**config.mk**
```make
export PLATFORM = sky130hd
export DESIGN_NAME = udma_smi_responder
export DESIGN_NICKNAME = d
export VERILOG_FILES = /design/src/rtl/udma_smi_pkg.sv /design/src/rtl/udma_smi_edge_sync.sv /design/src/rtl/udma_smi_responder.sv
export SDC_FILE = /design/constraint.sdc
export NUM_CORES = 1
export LEC_CHECK = 0
export ABC_AREA = 1
export CELL_PAD_IN_SITES_DETAIL_PLACEMENT = 0
export CELL_PAD_IN_SITES_GLOBAL_PLACEMENT = 1
export CORE_UTILIZATION = 42
export CTS_BUF_LIST = sky130_fd_sc_hd__clkbuf_2 sky130_fd_sc_hd__clkbuf_4 sky130_fd_sc_hd__clkbuf_8
export CTS_CLUSTER_DIAMETER = 200
export DETAILED_ROUTE_END_ITERATION = 8
export PLACE_DENSITY = 0.81
export RECOVER_POWER = 50
export SETUP_SLACK_MARGIN = 0.02
export SYNTH_ARGS = -nofsm -noshare
export SYNTH_HDL_FRONTEND = slang
export SYNTH_SLANG_ARGS = --single-unit
```
**constraint.sdc**
```tcl
create_clock -name clk_i -period 2.6 [get_ports clk_i]
set_clock_uncertainty 0.2 [all_clocks]
set_input_delay 0.52 -clock clk_i [delete_from_list [all_inputs] [get_ports clk_i]]
set_output_delay 0.52 -clock clk_i [all_outputs]
set_load 0.02 [all_outputs]
```
**src/rtl/udma_smi_pkg.sv**
```systemverilog
// Shared types and constants for the Clause 22 SMI (MDIO) responder.
// Holds the frame-decoder states, opcode/turnaround codes and the preamble qualification helper.
package udma_smi_pkg;

    typedef enum logic [2:0] {
        HUNT,
        SOF,
        OP,
        PHYAD,
        REGAD,
        TA,
        DATA
    } smi_state_e;

    localparam logic [1:0] SMI_OP_WR        = 2'b01;
    localparam logic [1:0] SMI_OP_RD        = 2'b10;
    localparam logic [1:0] SMI_TA_WR        = 2'b10;
    localparam int         SMI_PREAMBLE_MAX = 32;
    localparam int         SMI_ADDR_W       = 5;
    localparam int         SMI_DATA_W       = 16;

    // The 5-bit counter saturates at 31, so a 32nd consecutive one is remembered by 'full'.
    function automatic logic smi_preamble_ok(input logic [4:0] cnt,
                                             input logic       full,
                                             input logic [5:0] len);
        return full | ({1'b0, cnt} >= len);
    endfunction

endpackage

```
**src/rtl/udma_smi_edge_sync.sv**
```systemverilog
// Brings MDC and MDIO into the clk_i domain and flags each MDC rising edge.
// Both lines use the same depth so the sampled MDIO bit lines up with its MDC rise.
module udma_smi_edge_sync #(
    parameter int SYNC_STAGES = 2
) (
    input  logic clk_i,
    input  logic rstn_i,
    input  logic i_mdc,
    input  logic i_mdi,
    output logic o_mdc_rise,
    output logic o_mdi
);

    logic [SYNC_STAGES-1:0] r_mdc_sync;
    logic [SYNC_STAGES-1:0] r_mdi_sync;
    logic                   r_mdc_d;

    always_ff @(posedge clk_i or negedge rstn_i) begin
        if (!rstn_i) begin
            r_mdc_sync <= '0;
            r_mdi_sync <= '0;
            r_mdc_d    <= 1'b0;
        end else begin
            r_mdc_sync <= {r_mdc_sync[SYNC_STAGES-2:0], i_mdc};
            r_mdi_sync <= {r_mdi_sync[SYNC_STAGES-2:0], i_mdi};
            r_mdc_d    <= r_mdc_sync[SYNC_STAGES-1];
        end
    end

    assign o_mdc_rise = r_mdc_sync[SYNC_STAGES-1] & ~r_mdc_d;
    assign o_mdi      = r_mdi_sync[SYNC_STAGES-1];

endmodule

```
**src/rtl/udma_smi_responder.sv**
```systemverilog
// PHY-side Clause 22 management frame responder: decodes frames on oversampled MDC rises,
// serves reads from an external register port and issues write strobes to it.
module udma_smi_responder
    import udma_smi_pkg::*;
#(
    parameter int PREAMBLE_LEN = 32,
    parameter int SYNC_STAGES  = 2
) (
    input  logic                  clk_i,
    input  logic                  rstn_i,
    input  logic                  mdc_i,
    input  logic                  mdi_i,
    output logic                  mdo_o,
    output logic                  md_oen_o,
    input  logic [SMI_ADDR_W-1:0] phy_addr_i,
    output logic [SMI_ADDR_W-1:0] reg_addr_o,
    output logic                  rd_req_o,
    input  logic [SMI_DATA_W-1:0] rd_data_i,
    output logic                  wr_en_o,
    output logic [SMI_DATA_W-1:0] wr_data_o,
    output logic                  busy_o,
    output logic                  err_o
);

    localparam int         LP_PRE_CLAMP = (PREAMBLE_LEN > SMI_PREAMBLE_MAX) ? SMI_PREAMBLE_MAX
                                                                            : PREAMBLE_LEN;
    localparam logic [5:0] LP_PRE_LEN   = LP_PRE_CLAMP[5:0];

    logic                  w_rise;
    logic                  w_mdi;
    logic [SMI_ADDR_W-1:0] w_field;

    smi_state_e            r_state, w_state_nxt;
    logic [4:0]            r_bit_cnt, w_bit_cnt_nxt;
    logic [4:0]            r_pre_cnt, w_pre_cnt_nxt;
    logic                  r_pre_full, w_pre_full_nxt;
    logic                  r_is_read, w_is_read_nxt;
    logic                  r_bit_hold, w_bit_hold_nxt;
    logic [3:0]            r_addr_sh, w_addr_sh_nxt;
    logic [SMI_DATA_W-1:0] r_shreg, w_shreg_nxt;
    logic                  r_rd_cap, w_rd_cap_nxt;
    logic                  r_mdo, w_mdo_nxt;
    logic                  r_oen, w_oen_nxt;
    logic [SMI_ADDR_W-1:0] r_reg_addr, w_reg_addr_nxt;
    logic                  r_rd_req, w_rd_req_nxt;
    logic                  r_wr_en, w_wr_en_nxt;
    logic [SMI_DATA_W-1:0] r_wr_data, w_wr_data_nxt;
    logic                  r_busy, w_busy_nxt;
    logic                  r_err, w_err_nxt;

    udma_smi_edge_sync #(
        .SYNC_STAGES (SYNC_STAGES)
    ) u_edge_sync (
        .clk_i      (clk_i),
        .rstn_i     (rstn_i),
        .i_mdc      (mdc_i),
        .i_mdi      (mdi_i),
        .o_mdc_rise (w_rise),
        .o_mdi      (w_mdi)
    );

    // Address fields arrive MSB first; the fifth bit completes the word straight from the line.
    assign w_field = {r_addr_sh, w_mdi};

    always_ff @(posedge clk_i or negedge rstn_i) begin
        if (!rstn_i) begin
            r_state <= HUNT;
        end else begin
            r_state <= w_state_nxt;
        end
    end

    always_comb begin
        w_state_nxt    = r_state;
        w_bit_cnt_nxt  = r_bit_cnt;
        w_pre_cnt_nxt  = r_pre_cnt;
        w_pre_full_nxt = r_pre_full;
        w_is_read_nxt  = r_is_read;
        w_bit_hold_nxt = r_bit_hold;
        w_addr_sh_nxt  = r_addr_sh;
        w_shreg_nxt    = r_shreg;
        w_rd_cap_nxt   = r_rd_req;
        w_mdo_nxt      = r_mdo;
        w_oen_nxt      = r_oen;
        w_reg_addr_nxt = r_reg_addr;
        w_rd_req_nxt   = 1'b0;
        w_wr_en_nxt    = 1'b0;
        w_wr_data_nxt  = r_wr_data;
        w_err_nxt      = 1'b0;

        // Read data lands one cycle after the request pulse, long before the next MDC rise.
        if (r_rd_cap) begin
            w_shreg_nxt = rd_data_i;
        end

        if (w_rise) begin
            case (r_state)
                HUNT: begin
                    if (w_mdi) begin
                        if (r_pre_cnt == 5'd31) begin
                            w_pre_full_nxt = 1'b1;
                        end else begin
                            w_pre_cnt_nxt = r_pre_cnt + 5'd1;
                        end
                    end else begin
                        w_pre_cnt_nxt  = 5'd0;
                        w_pre_full_nxt = 1'b0;
                        if (smi_preamble_ok(r_pre_cnt, r_pre_full, LP_PRE_LEN)) begin
                            w_state_nxt = SOF;
                        end
                    end
                end

                SOF: begin
                    w_bit_cnt_nxt = 5'd0;
                    if (w_mdi) begin
                        w_state_nxt = OP;
                    end else begin
                        w_err_nxt   = 1'b1;
                        w_state_nxt = HUNT;
                    end
                end

                OP: begin
                    if (r_bit_cnt == 5'd0) begin
                        w_bit_hold_nxt = w_mdi;
                        w_bit_cnt_nxt  = 5'd1;
                    end else begin
                        w_bit_cnt_nxt = 5'd0;
                        if (({r_bit_hold, w_mdi} == SMI_OP_WR) || ({r_bit_hold, w_mdi} == SMI_OP_RD)) begin
                            w_is_read_nxt = ({r_bit_hold, w_mdi} == SMI_OP_RD);
                            w_state_nxt   = PHYAD;
                        end else begin
                            w_err_nxt   = 1'b1;
                            w_state_nxt = HUNT;
                        end
                    end
                end

                PHYAD: begin
                    if (r_bit_cnt == 5'd4) begin
                        w_bit_cnt_nxt = 5'd0;
                        // A frame for another PHY is dropped without any visible reaction.
                        w_state_nxt   = (w_field == phy_addr_i) ? REGAD : HUNT;
                    end else begin
                        w_addr_sh_nxt = w_field[3:0];
                        w_bit_cnt_nxt = r_bit_cnt + 5'd1;
                    end
                end

                REGAD: begin
                    if (r_bit_cnt == 5'd4) begin
                        w_bit_cnt_nxt  = 5'd0;
                        w_reg_addr_nxt = w_field;
                        w_rd_req_nxt   = r_is_read;
                        w_state_nxt    = TA;
                    end else begin
                        w_addr_sh_nxt = w_field[3:0];
                        w_bit_cnt_nxt = r_bit_cnt + 5'd1;
                    end
                end

                TA: begin
                    if (r_bit_cnt == 5'd0) begin
                        w_bit_hold_nxt = w_mdi;
                        w_bit_cnt_nxt  = 5'd1;
                        if (r_is_read) begin
                            w_oen_nxt = 1'b0;
                        end
                    end else begin
                        w_bit_cnt_nxt = 5'd0;
                        if (r_is_read) begin
                            w_oen_nxt   = 1'b1;
                            w_mdo_nxt   = 1'b0;
                            w_state_nxt = DATA;
                        end else if ({r_bit_hold, w_mdi} == SMI_TA_WR) begin
                            w_state_nxt = DATA;
                        end else begin
                            w_err_nxt   = 1'b1;
                            w_state_nxt = HUNT;
                        end
                    end
                end

                DATA: begin
                    if (r_is_read) begin
                        // Sixteen rises drive D15..D0; the seventeenth releases the line.
                        if (r_bit_cnt == 5'd16) begin
                            w_oen_nxt     = 1'b0;
                            w_mdo_nxt     = 1'b0;
                            w_bit_cnt_nxt = 5'd0;
                            w_state_nxt   = HUNT;
                        end else begin
                            w_mdo_nxt     = r_shreg[SMI_DATA_W-1];
                            w_shreg_nxt   = {r_shreg[SMI_DATA_W-2:0], 1'b0};
                            w_bit_cnt_nxt = r_bit_cnt + 5'd1;
                        end
                    end else begin
                        w_shreg_nxt = {r_shreg[SMI_DATA_W-2:0], w_mdi};
                        if (r_bit_cnt == 5'd15) begin
                            w_wr_data_nxt = {r_shreg[SMI_DATA_W-2:0], w_mdi};
                            w_wr_en_nxt   = 1'b1;
                            w_bit_cnt_nxt = 5'd0;
                            w_state_nxt   = HUNT;
                        end else begin
                            w_bit_cnt_nxt = r_bit_cnt + 5'd1;
                        end
                    end
                end

                default: begin
                    w_state_nxt = HUNT;
                end
            endcase
        end

        w_busy_nxt = (w_state_nxt != HUNT);
    end

    always_ff @(posedge clk_i or negedge rstn_i) begin
        if (!rstn_i) begin
            r_bit_cnt  <= '0;
            r_pre_cnt  <= '0;
            r_pre_full <= 1'b0;
            r_is_read  <= 1'b0;
            r_bit_hold <= 1'b0;
            r_addr_sh  <= '0;
            r_shreg    <= '0;
            r_rd_cap   <= 1'b0;
            r_mdo      <= 1'b0;
            r_oen      <= 1'b0;
            r_reg_addr <= '0;
            r_rd_req   <= 1'b0;
            r_wr_en    <= 1'b0;
            r_wr_data  <= '0;
            r_busy     <= 1'b0;
            r_err      <= 1'b0;
        end else begin
            r_bit_cnt  <= w_bit_cnt_nxt;
            r_pre_cnt  <= w_pre_cnt_nxt;
            r_pre_full <= w_pre_full_nxt;
            r_is_read  <= w_is_read_nxt;
            r_bit_hold <= w_bit_hold_nxt;
            r_addr_sh  <= w_addr_sh_nxt;
            r_shreg    <= w_shreg_nxt;
            r_rd_cap   <= w_rd_cap_nxt;
            r_mdo      <= w_mdo_nxt;
            r_oen      <= w_oen_nxt;
            r_reg_addr <= w_reg_addr_nxt;
            r_rd_req   <= w_rd_req_nxt;
            r_wr_en    <= w_wr_en_nxt;
            r_wr_data  <= w_wr_data_nxt;
            r_busy     <= w_busy_nxt;
            r_err      <= w_err_nxt;
        end
    end

    assign mdo_o      = r_mdo;
    assign md_oen_o   = r_oen;
    assign reg_addr_o = r_reg_addr;
    assign rd_req_o   = r_rd_req;
    assign wr_en_o    = r_wr_en;
    assign wr_data_o  = r_wr_data;
    assign busy_o     = r_busy;
    assign err_o      = r_err;

endmodule

```
==> flow_summary_export.csv <==
group,metric,value,unit
logic_synthesis,yosysSeqAreaShare,50.8,%
sta,timing.fmax,485,MHz
floorplanning,fp.dieW,91.9,um
place,hpwlAfterDp,4.99,mm
grt,antenna_found_initial,0,
route,viasPerCell,4.81,
route,vias,2663,
pwr,swShare,23.0,%
pwr,clockPowerShare,43.1,%
logic_synthesis,synth_edf_count,0,
run_status,status,"finished clean",
pwr,p_leak,2.01,nW
pwr,total_power,0.00209,W
logic_synthesis,synth-async-reset-ratio,100,%
logic_synthesis,ys_types,37,
logic_synthesis,netlist.area_leader.share,50.8,%
flow_run,maxCapViolations,0,
cts,hold_buffers,1,
sta,min_period,2.06,ns
setup_path,crit_path_max_fanout,2,
place,dpl-instance-area,0.00401,mm^2
floorplanning,pin_count,52,
cts,htreeDepth,3,
logic_synthesis,syn-num-nets,423,
logic_synthesis,yosysMostFrequentCell,"nand2_1",
setup_path,start_kind,"flip-flop",
grt,grt_pass1_wl,12.2,mm
sta,rsz0062_at_grt,"no",
route,wl,6.97,mm
cts,post_cts_buffers,0,
floorplanning,die_y,91.9,um
logic_synthesis,synth_common_cells,"nand2_1 (98), dfrtp_1 (69), o21ai_0 (52)",
setup_path,crit_type,"reg2out",
floorplanning,core,0.00777,mm^2
final_layout,num_antenna_cells,0,
route,ant_nets,0,
setup_path,cp_data_arrival_time,1.34,ns
final_layout,areaGrowthSynthToFinish,23.8,%
floorplanning,start_util,43.7,%
final_layout,drive_gt1_share,14.2,%
cts,cts_root_buffer,"clkbuf_8",
logic_synthesis,syn-cell-area,0.00340,mm^2
final_layout,final_util,54.2,%
route,route.detailed.drc,0,
setup_path,required,1.88,ns
logic_synthesis,syn_inst,391,
logic_synthesis,synth_top_area_cell,"dfrtp_1",
pwr,power.internal,0.00161,W
pwr,power_density,498,mW/mm^2
worst_hold_path,hold_path_class,"reg2reg",
setup_path,slowest_delay,0.62,ns
cts,cts_resized,0,
cts,cts_made_buffers,9,
sta,setup_viol,0,
final_layout,finalNetCount,479,
logic_synthesis,ys.flop_type,"dfrtp_1",
place,port_buffers,51,
logic_synthesis,syn_avg_cell_area,8.69,um^2
setup_path,crit_slowest_cell,"clkdlybuf4s50_1",
logic_synthesis,synth.area.top_cells,"dfrtp_1 (51%), nand2_1 (11%), o21ai_0 (7.7%), inv_1 (5.0%), o21ai_2 (4.6%)",
floorplanning,dieArea,0.00845,mm^2
sta,slew_viol_final,0,
sta,hold_violations,0,
cts,worst_skew_pair.late_latency,0.35,ns
floorplanning,num_rows,32,
cts,clkSinkCount,69,
grt,grtUsageTotal,18.6,%
place,dp_slack,0.608,ns
route,initialDrtViolationCount,148,
sta,fin_tns_setup,0,ns
setup_path,cp-end-kind,"primary output",
cts,cts_tree,"done",
setup_path,path_cells,"clkdlybuf4s50_1",
sta,tightest_slew,1.18,ns
setup_path,path_buf_inv,1,
sta,fin_crit_sh,79.2,%
final_layout,final_cell_area,0.00421,mm^2
pwr,seqPwrFrac,52.2,%
grt,grt_max_degree,50,
pwr,p_sw,0.000481,W
pwr,comb_power_share,4.7,%
sta,relSlewSlack,21.3,%
logic_synthesis,ys_warn_count,0,
grt,grt.overflow.total,0,
route,wl_per_cell,12.6,um
cts,max-clock-path-buffers,2,
route,drt_first_pass_iters,4,
pwr,peakVddDrop,264,uV
setup_path,crit_family,"buffers and inverters",
logic_synthesis,ys_ff_latch,69,
cts,clk_pin_slew,0.08,ns
sta,worst_slack,0.540,ns
grt,grt_pass1_vias,2683,
place,gp_congestion,0.788,
-- area by class of cell --
type | instances | area, um^2
Timing Repair Buffer | 56 | 569
Fill cell | 737 | 3560
Tap cell | 102 | 128
Clock inverter | 5 | 58.8
Clock buffer | 11 | 145
Multi-Input combinational cell | 259 | 1380
Inverter | 52 | 195
Sequential cell | 69 | 1730
-- layer usage --
metal / vias up / global-route usage [%] / wire length [um]
met3: 9 / 4.89 / 343
met1: 1231 / 23.3 / 3310
li1: 1364 / - / -
met4: 0 / 7.68 / 100
met2: 59 / 30.3 / 3220
met5: - / 0 / 0
-- power by group through the flow --
stage          clock, W  combinational [W]  sequential [W]
6_report       0.000902          0.0000983         0.00109
2_1_floorplan         0          0.0000308         0.00111
3_5_place_dp          0           0.000100         0.00111
3_3_place_gp          0           0.000101         0.00111
5_1_grt        0.000982           0.000112         0.00110
4_1_cts        0.000928           0.000102         0.00109
-- sequential cells by signal, summed over array words and instances (netlist names), 2 cells and up --
| register | flops |
|---|---|
| r_state | 3 |
| r_shreg | 16 |
| r_pre_cnt | 5 |
| reg_addr_o | 5 |
| r_bit_cnt | 5 |
| wr_data_o | 16 |
| u_edge_sync.r_mdi_sync | 2 |
| r_addr_sh | 4 |
| u_edge_sync.r_mdc_sync | 2 |
-- cell usage in the layout, fill, tap and decap left out, drive strengths merged --
master,instances
inv,53
nand3,14
clkinv,1
dfrtp,69
buf,4
a211oi,1
xnor2,4
xor2,2
nand2,106
ha,7
clkdlybuf4s50,48
a31oi,1
bufinv,1
clkinvlp,2
or2,1
nor3,4
a21oi,12
o21ai,71
o22ai,2
mux2i,1
nor2,29
o2111ai,1
clkbuf,12
dlygate4sd3,3
nand4,2
nand3b,1
-- path summary, 6_finish.rpt --
kind | from | end | slack (ns) | depth (start not counted)
worst max-delay path | wr_data_o[11]$_DFFE_PN0P_ | wr_data_o[11] | 0.54 | 1
worst min-delay path | u_edge_sync.r_mdc_sync[0]$_DFF_PN0_ | u_edge_sync.r_mdc_sync[1]$_DFF_PN0_ | 0.15 | 0
worst max register to register | r_bit_cnt[0]$_DFFE_PN0P_ | wr_data_o[2]$_DFFE_PN0P_ | 0.59 | 10
worst min register to register | u_edge_sync.r_mdc_sync[0]$_DFF_PN0_ | u_edge_sync.r_mdc_sync[1]$_DFF_PN0_ | 0.15 | 0
max in group asynchronous | rstn_i | reg_addr_o[2]$_DFFE_PN0P_ | 0.63 | 3
min in group asynchronous | rstn_i | wr_data_o[14]$_DFFE_PN0P_ | 0.73 | 2
-- through the flow --
| stage | hold slack, ns | cells |
|---|---|---|
| after floorplan | 0.0244 | 391 |
| after global placement | 0.134 | 537 |
| after detailed placement | 0.136 | 537 |
| after CTS | 0.157 | 554 |
| after global routing | 0.160 | 554 |
| final | 0.153 | 554 |
-- logic make-up (layout without fill, tap and decap cells) --
logic type | count (synthesis) | count (layout) | synth area share, %
muxes | 1 | 1 | 0.295
AOI/OAI and AO/OA | 88 | 88 | 16.1
buffers and inverters | 63 | 124 | 7.88
adders and majority gates | 7 | 7 | 2.58
xor gates and xnor gates | 6 | 6 | 1.55
and+or+nand+nor | 157 | 157 | 20.7
DFF | 69 | 69 | 50.8
Note: power is estimated with default switching activity, not from simulation.
